`src/rtl/adc_stream_unpacker.sv`:
```
// Rebuilds 32-bit capture words from the packed byte stream and emits the three 10-bit samples
// in capture order with trigger marking. Optional tag consistency check: ADC_UNPACK_TAGCHECK_EN.
module adc_stream_unpacker #(
  parameter int unsigned CNT_WIDTH = 32,
  parameter logic [1:0]  TAG_IDLE  = 2'b11
) (
  input  logic                 clk_i,
  input  logic                 reset_n_i,
  input  logic                 clear_i,
  input  logic [7:0]           byte_i,
  input  logic                 byte_valid_i,
  output logic                 byte_ready_o,
  input  logic [CNT_WIDTH-1:0] max_samples_i,
  output logic [9:0]           sample_o,
  output logic                 sample_valid_o,
  input  logic                 sample_ready_i,
  output logic                 sample_trig_o,
  output logic                 trig_seen_o,
  output logic [CNT_WIDTH-1:0] trig_index_o,
  output logic [CNT_WIDTH-1:0] samples_o,
  output logic                 done_o,
  output logic                 tag_err_o
);

  typedef enum logic [1:0] {StAssemble, StEmit, StDone} state_e;

  function automatic logic [9:0] field_sel(input logic [31:0] word, input logic [1:0] idx);
    case (idx)
      2'd0:    field_sel = word[9:0];
      2'd1:    field_sel = word[19:10];
      default: field_sel = word[29:20];
    endcase
  endfunction

  state_e               state_q, state_d;
  logic [1:0]           byte_cnt_q, byte_cnt_d;
  logic [23:0]          shift_q, shift_d;
  logic [31:0]          word_q, word_d;
  logic [1:0]           idx_q, idx_d;
  logic [CNT_WIDTH-1:0] samples_q, samples_d;
  logic                 trig_seen_q, trig_seen_d;
  logic [CNT_WIDTH-1:0] trig_index_q, trig_index_d;
  logic                 done_q, done_d;
  logic                 sample_valid_q, sample_valid_d;
  logic [9:0]           sample_q, sample_d;
  logic                 sample_trig_q, sample_trig_d;
  logic                 byte_ready_q, byte_ready_d;
  logic                 trig_word_q, trig_word_d;
`ifdef ADC_UNPACK_TAGCHECK_EN
  logic [1:0]           tag_ref_q, tag_ref_d;
  logic                 tag_err_q, tag_err_d;
`endif

  logic [31:0]          new_word;
  logic [1:0]           new_tag;
  logic                 new_trig;
  logic [1:0]           idx_next;
  logic [CNT_WIDTH-1:0] samples_inc;
  logic                 byte_accept;
  logic                 sample_accept;
  logic                 hit_max;

  // Clear wins over everything, so a byte offered in the clear cycle must be refused.
  assign byte_ready_o  = byte_ready_q & ~clear_i;
  assign byte_accept   = byte_valid_i & byte_ready_o;
  assign sample_accept = sample_valid_q & sample_ready_i;

  assign new_word    = {shift_q, byte_i};
  assign new_tag     = new_word[31:30];
  assign new_trig    = (new_tag != TAG_IDLE) && !trig_seen_q;
  assign idx_next    = idx_q + 2'd1;
  assign samples_inc = samples_q + CNT_WIDTH'(1);
  assign hit_max     = (max_samples_i != '0) && (samples_inc == max_samples_i);

  always_comb begin
    state_d        = state_q;
    byte_cnt_d     = byte_cnt_q;
    shift_d        = shift_q;
    word_d         = word_q;
    idx_d          = idx_q;
    samples_d      = samples_q;
    trig_seen_d    = trig_seen_q;
    trig_index_d   = trig_index_q;
    done_d         = done_q;
    sample_valid_d = sample_valid_q;
    sample_d       = sample_q;
    sample_trig_d  = sample_trig_q;
    byte_ready_d   = byte_ready_q;
    trig_word_d    = trig_word_q;
`ifdef ADC_UNPACK_TAGCHECK_EN
    tag_ref_d      = tag_ref_q;
    tag_err_d      = tag_err_q;
`endif

    if (clear_i) begin
      state_d        = StAssemble;
      byte_cnt_d     = 2'd0;
      idx_d          = 2'd0;
      samples_d      = '0;
      trig_seen_d    = 1'b0;
      trig_index_d   = '0;
      done_d         = 1'b0;
      sample_valid_d = 1'b0;
      sample_trig_d  = 1'b0;
      byte_ready_d   = 1'b1;
      trig_word_d    = 1'b0;
`ifdef ADC_UNPACK_TAGCHECK_EN
      tag_err_d      = 1'b0;
`endif
    end else begin
      unique case (state_q)
        StAssemble: begin
          byte_ready_d = 1'b1;
          if (byte_accept) begin
            shift_d    = new_word[23:0];
            byte_cnt_d = byte_cnt_q + 2'd1;
            if (byte_cnt_q == 2'd3) begin
              word_d         = new_word;
              idx_d          = 2'd0;
              state_d        = StEmit;
              byte_ready_d   = 1'b0;
              sample_valid_d = 1'b1;
              sample_d       = new_word[9:0];
              trig_word_d    = new_trig;
              sample_trig_d  = new_trig && (new_tag == 2'd0);
`ifdef ADC_UNPACK_TAGCHECK_EN
              if (trig_seen_q && (new_tag != tag_ref_q)) begin
                tag_err_d = 1'b1;
              end
              if (new_trig) begin
                tag_ref_d = new_tag;
              end
`endif
            end
          end
        end

        StEmit: begin
          byte_ready_d = 1'b0;
          if (sample_accept) begin
            samples_d = samples_inc;
            idx_d     = idx_next;
            if (sample_trig_q) begin
              trig_seen_d  = 1'b1;
              trig_index_d = samples_q;
            end
            // Reaching the sample limit drops the rest of the word, trigger sample included.
            if (hit_max) begin
              state_d        = StDone;
              done_d         = 1'b1;
              sample_valid_d = 1'b0;
              sample_trig_d  = 1'b0;
            end else if (idx_q == 2'd2) begin
              state_d        = StAssemble;
              sample_valid_d = 1'b0;
              sample_trig_d  = 1'b0;
              byte_ready_d   = 1'b1;
            end else begin
              sample_d      = field_sel(word_q, idx_next);
              sample_trig_d = trig_word_q && (word_q[31:30] == idx_next);
            end
          end
        end

        StDone: begin
          byte_ready_d   = 1'b0;
          sample_valid_d = 1'b0;
          sample_trig_d  = 1'b0;
        end

        default: begin
          state_d = StAssemble;
        end
      endcase
    end
  end

  always_ff @(posedge clk_i or negedge reset_n_i) begin
    if (!reset_n_i) begin
      state_q        <= StAssemble;
      byte_cnt_q     <= 2'd0;
      shift_q        <= '0;
      word_q         <= '0;
      idx_q          <= 2'd0;
      samples_q      <= '0;
      trig_seen_q    <= 1'b0;
      trig_index_q   <= '0;
      done_q         <= 1'b0;
      sample_valid_q <= 1'b0;
      sample_q       <= '0;
      sample_trig_q  <= 1'b0;
      byte_ready_q   <= 1'b0;
      trig_word_q    <= 1'b0;
`ifdef ADC_UNPACK_TAGCHECK_EN
      tag_ref_q      <= 2'd0;
      tag_err_q      <= 1'b0;
`endif
    end else begin
      state_q        <= state_d;
      byte_cnt_q     <= byte_cnt_d;
      shift_q        <= shift_d;
      word_q         <= word_d;
      idx_q          <= idx_d;
      samples_q      <= samples_d;
      trig_seen_q    <= trig_seen_d;
      trig_index_q   <= trig_index_d;
      done_q         <= done_d;
      sample_valid_q <= sample_valid_d;
      sample_q       <= sample_d;
      sample_trig_q  <= sample_trig_d;
      byte_ready_q   <= byte_ready_d;
      trig_word_q    <= trig_word_d;
`ifdef ADC_UNPACK_TAGCHECK_EN
      tag_ref_q      <= tag_ref_d;
      tag_err_q      <= tag_err_d;
`endif
    end
  end

  assign sample_o       = sample_q;
  assign sample_valid_o = sample_valid_q;
  assign sample_trig_o  = sample_trig_q;
  assign trig_seen_o    = trig_seen_q;
  assign trig_index_o   = trig_index_q;
  assign samples_o      = samples_q;
  assign done_o         = done_q;
`ifdef ADC_UNPACK_TAGCHECK_EN
  assign tag_err_o      = tag_err_q;
`else
  assign tag_err_o      = 1'b0;
`endif

endmodule

```
`config.mk`:
```
export PLATFORM = sky130hd
export DESIGN_NAME = adc_stream_unpacker
export DESIGN_NICKNAME = d
export VERILOG_FILES = /design/src/rtl/adc_stream_unpacker.sv
export SDC_FILE = /design/constraint.sdc
export NUM_CORES = 1
export LEC_CHECK = 0
export BUFFER_PORTS_ARGS = -buffer_cell sky130_fd_sc_hd__buf_2
export CORE_MARGIN = 8
export CORE_UTILIZATION = 30
export CTS_CLUSTER_DIAMETER = 40
export DETAILED_ROUTE_END_ITERATION = 10
export GPL_ROUTABILITY_DRIVEN = 0
export PLACE_DENSITY = 0.59
export REMOVE_ABC_BUFFERS = 1
export SYNTH_ARGS = -nofsm -noshare
export SYNTH_HDL_FRONTEND = slang
export SYNTH_SLANG_ARGS = --single-unit
```
`constraint.sdc`:
```
create_clock -name clk_i -period 4.3 [get_ports clk_i]
set_input_delay 0.86 -clock clk_i [delete_from_list [all_inputs] [get_ports clk_i]]
set_output_delay 0.86 -clock clk_i [all_outputs]
set_load 0.01 [all_outputs]
```
======== Yosys cells after proc, flatten, opt, wreduce, memory -nomap -nowiden ========
Index checks and enable logic that the tools add are counted.
Widths: inputs -> output; s select.
cells by class
  reductions and logical operators ........ 31
  bitwise gates (word level) .............. 4
  mux-type cells .......................... 62
  equal/unequal tests ..................... 18
  $add $sub $neg .......................... 3
operator list
  kind                   count
  $mux 32                7
  $mux 10                5
  $pmux 10 s2            2
  $add 32x1->32 const B  1
  $eq 32x32->1           1
  $reduce_bool 32->1     1
  $mux 1                 30
  $mux 2                 13
  $reduce_bool 2->1      8
  $ne 2x2->1 const B     7
  $reduce_and 3->1       4
  $reduce_and 4->1       3
  $reduce_and 5->1       2
  $ne 3x3->1 const B     3
  $pmux 1 s3             3
  $reduce_and 7->1       1
  $eq 2x2->1 const B     3
  $logic_not 2->1        3
  $pmux 2 s3             1
  $add 2x1->2 const B    2
  $eq 2x1->1 const B     2
  $logic_and 1x1->1      4
  $ne 4x4->1 const B     1
  $pmux 2 s2             1
  7 further kinds        10
storage, ports and cells
  bits of input ports ..................... 45
  output and inout port bits .............. 80
  logic and storage cells ................. 132
  register bits ........................... 142

======== Longest topological paths before layout ========
  depth in word-level cells ............... 8
  gate-level depth with buffers ........... 13
  depth with buffers taken out ............ 10

======== Worst setup path before layout ========
No wires, ideal clock.
  path kind ............................... register -> register
  start ................................... register samples_q[0] (netlist: samples_o[0])
  end ..................................... register sample_q[0] (netlist: sample_o[0])
  slack ................................... 1054 ps
  setup time .............................. 137 ps
  arrival ................................. 3109 ps
  period minus slack after synthesis ...... 3246 ps
  stages on the path, launching flop included .. 13
  data required time ...................... 4163 ps
  buffers on the path ..................... 2
  cells stage by stage .................... dfrtp_1 ha_1 and3_1 nand3_2 or3_1 a22oi_1 nand4_1 or4_1 or4_1 buf_6 buf_12 mux2i_1 a21oi_1
on the way
  longest elaborated chain between the ends .. 5
ends and longest elaborated chain
  what                               RTL line  source
  from (decl)                        40        logic [CNT_WIDTH-1:0] samples_q, samples_d;
  from (signal assigned)             204       samples_q <= samples_d;
  $add 32x1->32                      72        assign samples_inc = samples_q + CNT_WIDTH'(1);
  $eq 32x32->1                       73        assign hit_max = (max_samples_i != '0) && (samples_inc == max_samples_i);
  $logic_and 1x1->1                  73
  $ne 2x2->1 (no source line)        n/a
  $reduce_and 7->1 (no source line)  n/a
  to (signal assigned)               209       sample_q <= sample_d;
  to (decl)                          45        logic [9:0] sample_q, sample_d;
Every way passes these cells.
A chain may end at the register's enable or synchronous reset.

======== Worst setup path after layout ========
  start ................................... register samples_q[0] (netlist: samples_o[0])
  end ..................................... register sample_q[5] (netlist: sample_o[5])
The elaborated chain is that of the path after synthesis.

==> out/qor.csv <==
stage,metric,value,unit
cells_and_area,fin area,8960,um2
worst_setup_path,internal reg-to-reg setup slack,0.56,ns
grt,grt total ovfl,0,
routing,first-iteration detailed-routing DRC count,497,
placement,DP HPWL,14800,um
routing,via count,6072,
cells_and_area,Fill cells,2550,
worst_setup_path,CP Max Fanout,17,
worst_setup_path,CP endpoint kind,register,
clock_network,Post-CTS Setup Repair Bufs,0,
floorplan,die width,174,um
sta,Max Slew Vio Count,0,
worst_setup_path,r2r startpoint,samples_o[0],
min_path,Min-Delay Path Class,in -> async,
sta,Highest Clock Rate,268,MHz
synth,post-synthesis async set-or-reset flop share,1.00,
cells_and_area,area grow syn2layout,19.7,%
clock_network,CTS tree,yes,
synth,#FFs+latches synth,142,
synth,cells after synthesis,756,
clock_network,"Reg clk slew, reported paths",0.07,ns
power_and_ir_drop,internal power,2770,uW
routing,DR vias/cell,5.08,
cells_and_area,fin nets,906,
clock_network,Clock Sink Count,142,
sta,Slew @ Worst Pin,0.888,ns
sta,RSZ-0062 raised after global routing,false,
floorplan,Initial Util,0.302,
worst_setup_path,cell mode on critical path,or4_1,
run,MaxCap Viol Count,0,
power_and_ir_drop,Psw,1120,uW
clock_network,Num CTS Buffers,17,
power_and_ir_drop,P_leak,0.00401,uW
worst_setup_path,CP top delay family,simple AND/OR/NAND/NOR gates,
synth,number of flops mapped to enable cells by yosys,0,
grt,initial antenna violation count,0,
grt,number of global-route vias before repair,6111,
sta,Tmin final,3.74,ns
worst_setup_path,WP data arrival,4.01,ns
routing,Post-Route WL,21100,um
cells_and_area,"commonest non-fill, non-tap cell in the layout",dfrtp_1,
grt,total track usage,0.140,
synth,post-synthesis sequential area ratio,0.475,
grt,first-pass GRT wire length,34100,um
placement,cell total after placement,1164,
worst_setup_path,worst r2r path cells,11,
worst_setup_path,largest stage delay on the critical path,0.58,ns
routing,drt pass-1 iters,5,
sta,clk_skew,0.0111,ns
synth,"Avg Cell Area, Syn",9.90,um2
synth,synth warn,0,
clock_network,CTS Hold Bufs,0,
cells_and_area,"commonest non-fill, non-tap cells in the layout","142 x dfrtp_1, 122 x buf_2, 102 x nand2_1",
power_and_ir_drop,PwrDens,434,nW/um2
clock_network,htree depth,4,
cells_and_area,share of layout cells above drive strength 1,0.273,
sta,Setup TNS,0,ns
floorplan,Die Y,174,um
worst_setup_path,worst r2r dst,sample_o[5],
sta,Final setup violation count,0,
sta,fin crit share,0.869,
worst_setup_path,worst path required time,4.57,ns
sta,"Hold Vio Cnt, Final",0,
placement,Post-DP Area,8350,um2
power_and_ir_drop,Final Power,3890,uW
grt,largest net degree at the start of global routing,91,
cells_and_area,# diodes,0,
synth,ys flop type,dfrtp_1,
worst_setup_path,Startpoint Class,register,
floorplan,IO Pins,125,
clock_network,Root Driver,clkbuf_16,
grt,global routing's busiest layer,met2,
routing,routed wire length per instance,17.6,um
power_and_ir_drop,Switching Share,0.288,
floorplan,DIE AREA,30300,um2
worst_setup_path,crit-path cells,"ha_1, nand3_1, nor2_4, nand4_1, nor4b_1, o21ai_0, or4_1, or4_1, buf_4, mux2i_1, a21oi_1",
worst_setup_path,Buf/Inv on CP,1,
synth,"Distinct cells, synth",52,
clock_network,largest buffer count on any clock path,2,
floorplan,area of the core,24800,um2
placement,Port Buf Inserts,123,
worst_setup_path,Setup Crit Path Kind,reg -> reg,
grt,Global Route met2 Usage,0.219,
power_and_ir_drop,Logic pwr share,0.154,
worst_setup_path,slowest library cell on the worst path,or4_1,
grt,M1 GR Usage,0.183,
clock_network,worst skew pair latency,0.43,ns
synth,Synth Cell Area,7480,um2
routing,final antenna-violating net count,0,
status,status,finished clean,
routing,drt drc,0,
power_and_ir_drop,largest vdd supply drop,231,uV
grt,grt met3 use,0.0430,
cells_and_area,Non-Filler Instances,1196,
power_and_ir_drop,clock power share,0.399,
power_and_ir_drop,Flop pwr share,0.447,
sta,Worst slew margin,0.408,
floorplan,std cell rows,58,
clock_network,number of gates resized after cts,0,
==> worst max-delay path by stage <==
stage | endpoint | from | cells past startpoint | slack (ns)
after detailed placement | state_q[0] | samples_o[0] | 11 | 0.60
after CTS | state_q[0] | samples_o[0] | 11 | 0.59
after global routing | sample_o[4] | samples_o[0] | 11 | 0.34
after floorplan | sample_valid_o | samples_o[0] | 10 | 0.88
after global placement | state_q[0] | samples_o[0] | 11 | 0.66
final | sample_o[5] | samples_o[0] | 11 | 0.56
==> power by group through the flow <==
| stage | registers (uW) | logic [uW] | clock network, uW |
|---|---|---|---|
| after floorplan | 1730 | 370 | 0 |
| after global placement | 1760 | 588 | 0 |
| after detailed placement | 1760 | 608 | 0 |
| after CTS | 1740 | 608 | 1590 |
| after global routing | 1770 | 665 | 1640 |
| final | 1740 | 599 | 1550 |
==> layout make-up <==
class	count	area, um2	area share
Multi-Input combinational cell	551	3640	0.407
Sequential cell	142	3550	0.397
Timing Repair Buffer	132	702	0.0784
Clock buffer	17	425	0.0475
Clock inverter	15	184	0.0205
Tap cell	330	413	0.0461
Inverter	9	33.8	0.00377
==> flip-flops by register name, indices dropped and copies added (netlist names), 2 cells and up <==
register      count
idx_q             2
samples_o        32
word_q           32
state_q           2
byte_cnt_q        2
shift_q          24
trig_index_o     32
sample_o         10
==> kinds of logic after synthesis <==
logic type      count (synthesis)  share of synthesized area
mux                            68                      0.100
xor+xnor                       73                     0.0854
flops                         142                      0.475
simple gates                  268                      0.180
other cells                     1                   0.000501
compound gates                133                      0.107
buf+inv                        63                     0.0388
fa+ha+maj                       8                     0.0134
==> stage by stage <==
step,setup slack [ns],utilization,hold WS (ns)
6_report,0.564,0.361,0.491
5_1_grt,0.339,0.361,0.499
4_1_cts,0.595,0.361,0.493
3_5_place_dp,0.604,0.336,0.479
3_3_place_gp,0.655,0.336,0.472
2_1_floorplan,0.876,-,0.474
==> synth_stat cells, types with 4 or more instances <==
cell type    n  area, um2
mux2i_1     12        120
o31ai_1      4       30.0
and3_1       7       43.8
nand2_1    102        383
or3_1       10       62.6
nand4_1     23        144
ha_1         8        100
clkbuf_1    31        116
o211ai_1    12       90.1
dfrtp_1    142       3550
nor2_1      48        180
and4_1       7       61.3
a22oi_1     13       97.6
mux2_2      56        631
o21ai_0     15       75.1
buf_2       13       65.1
nor3_1       8       40.0
o22ai_1     12       75.1
nand3_1     24        120
and2_1       7       43.8
a21oi_1     63        315
inv_1        9       33.8
xor2_1      34        298
xnor2_1     39        342
nor4_1      12       75.1
==> layer usage <==
metal,part of all wire,vias to the layer above
met5,0,-
met1,0.46,2964
met3,0.071,24
li1,-,2871
met4,0.016,0
met2,0.45,213
No activity file was read; power rests on OpenSTA's default activity.
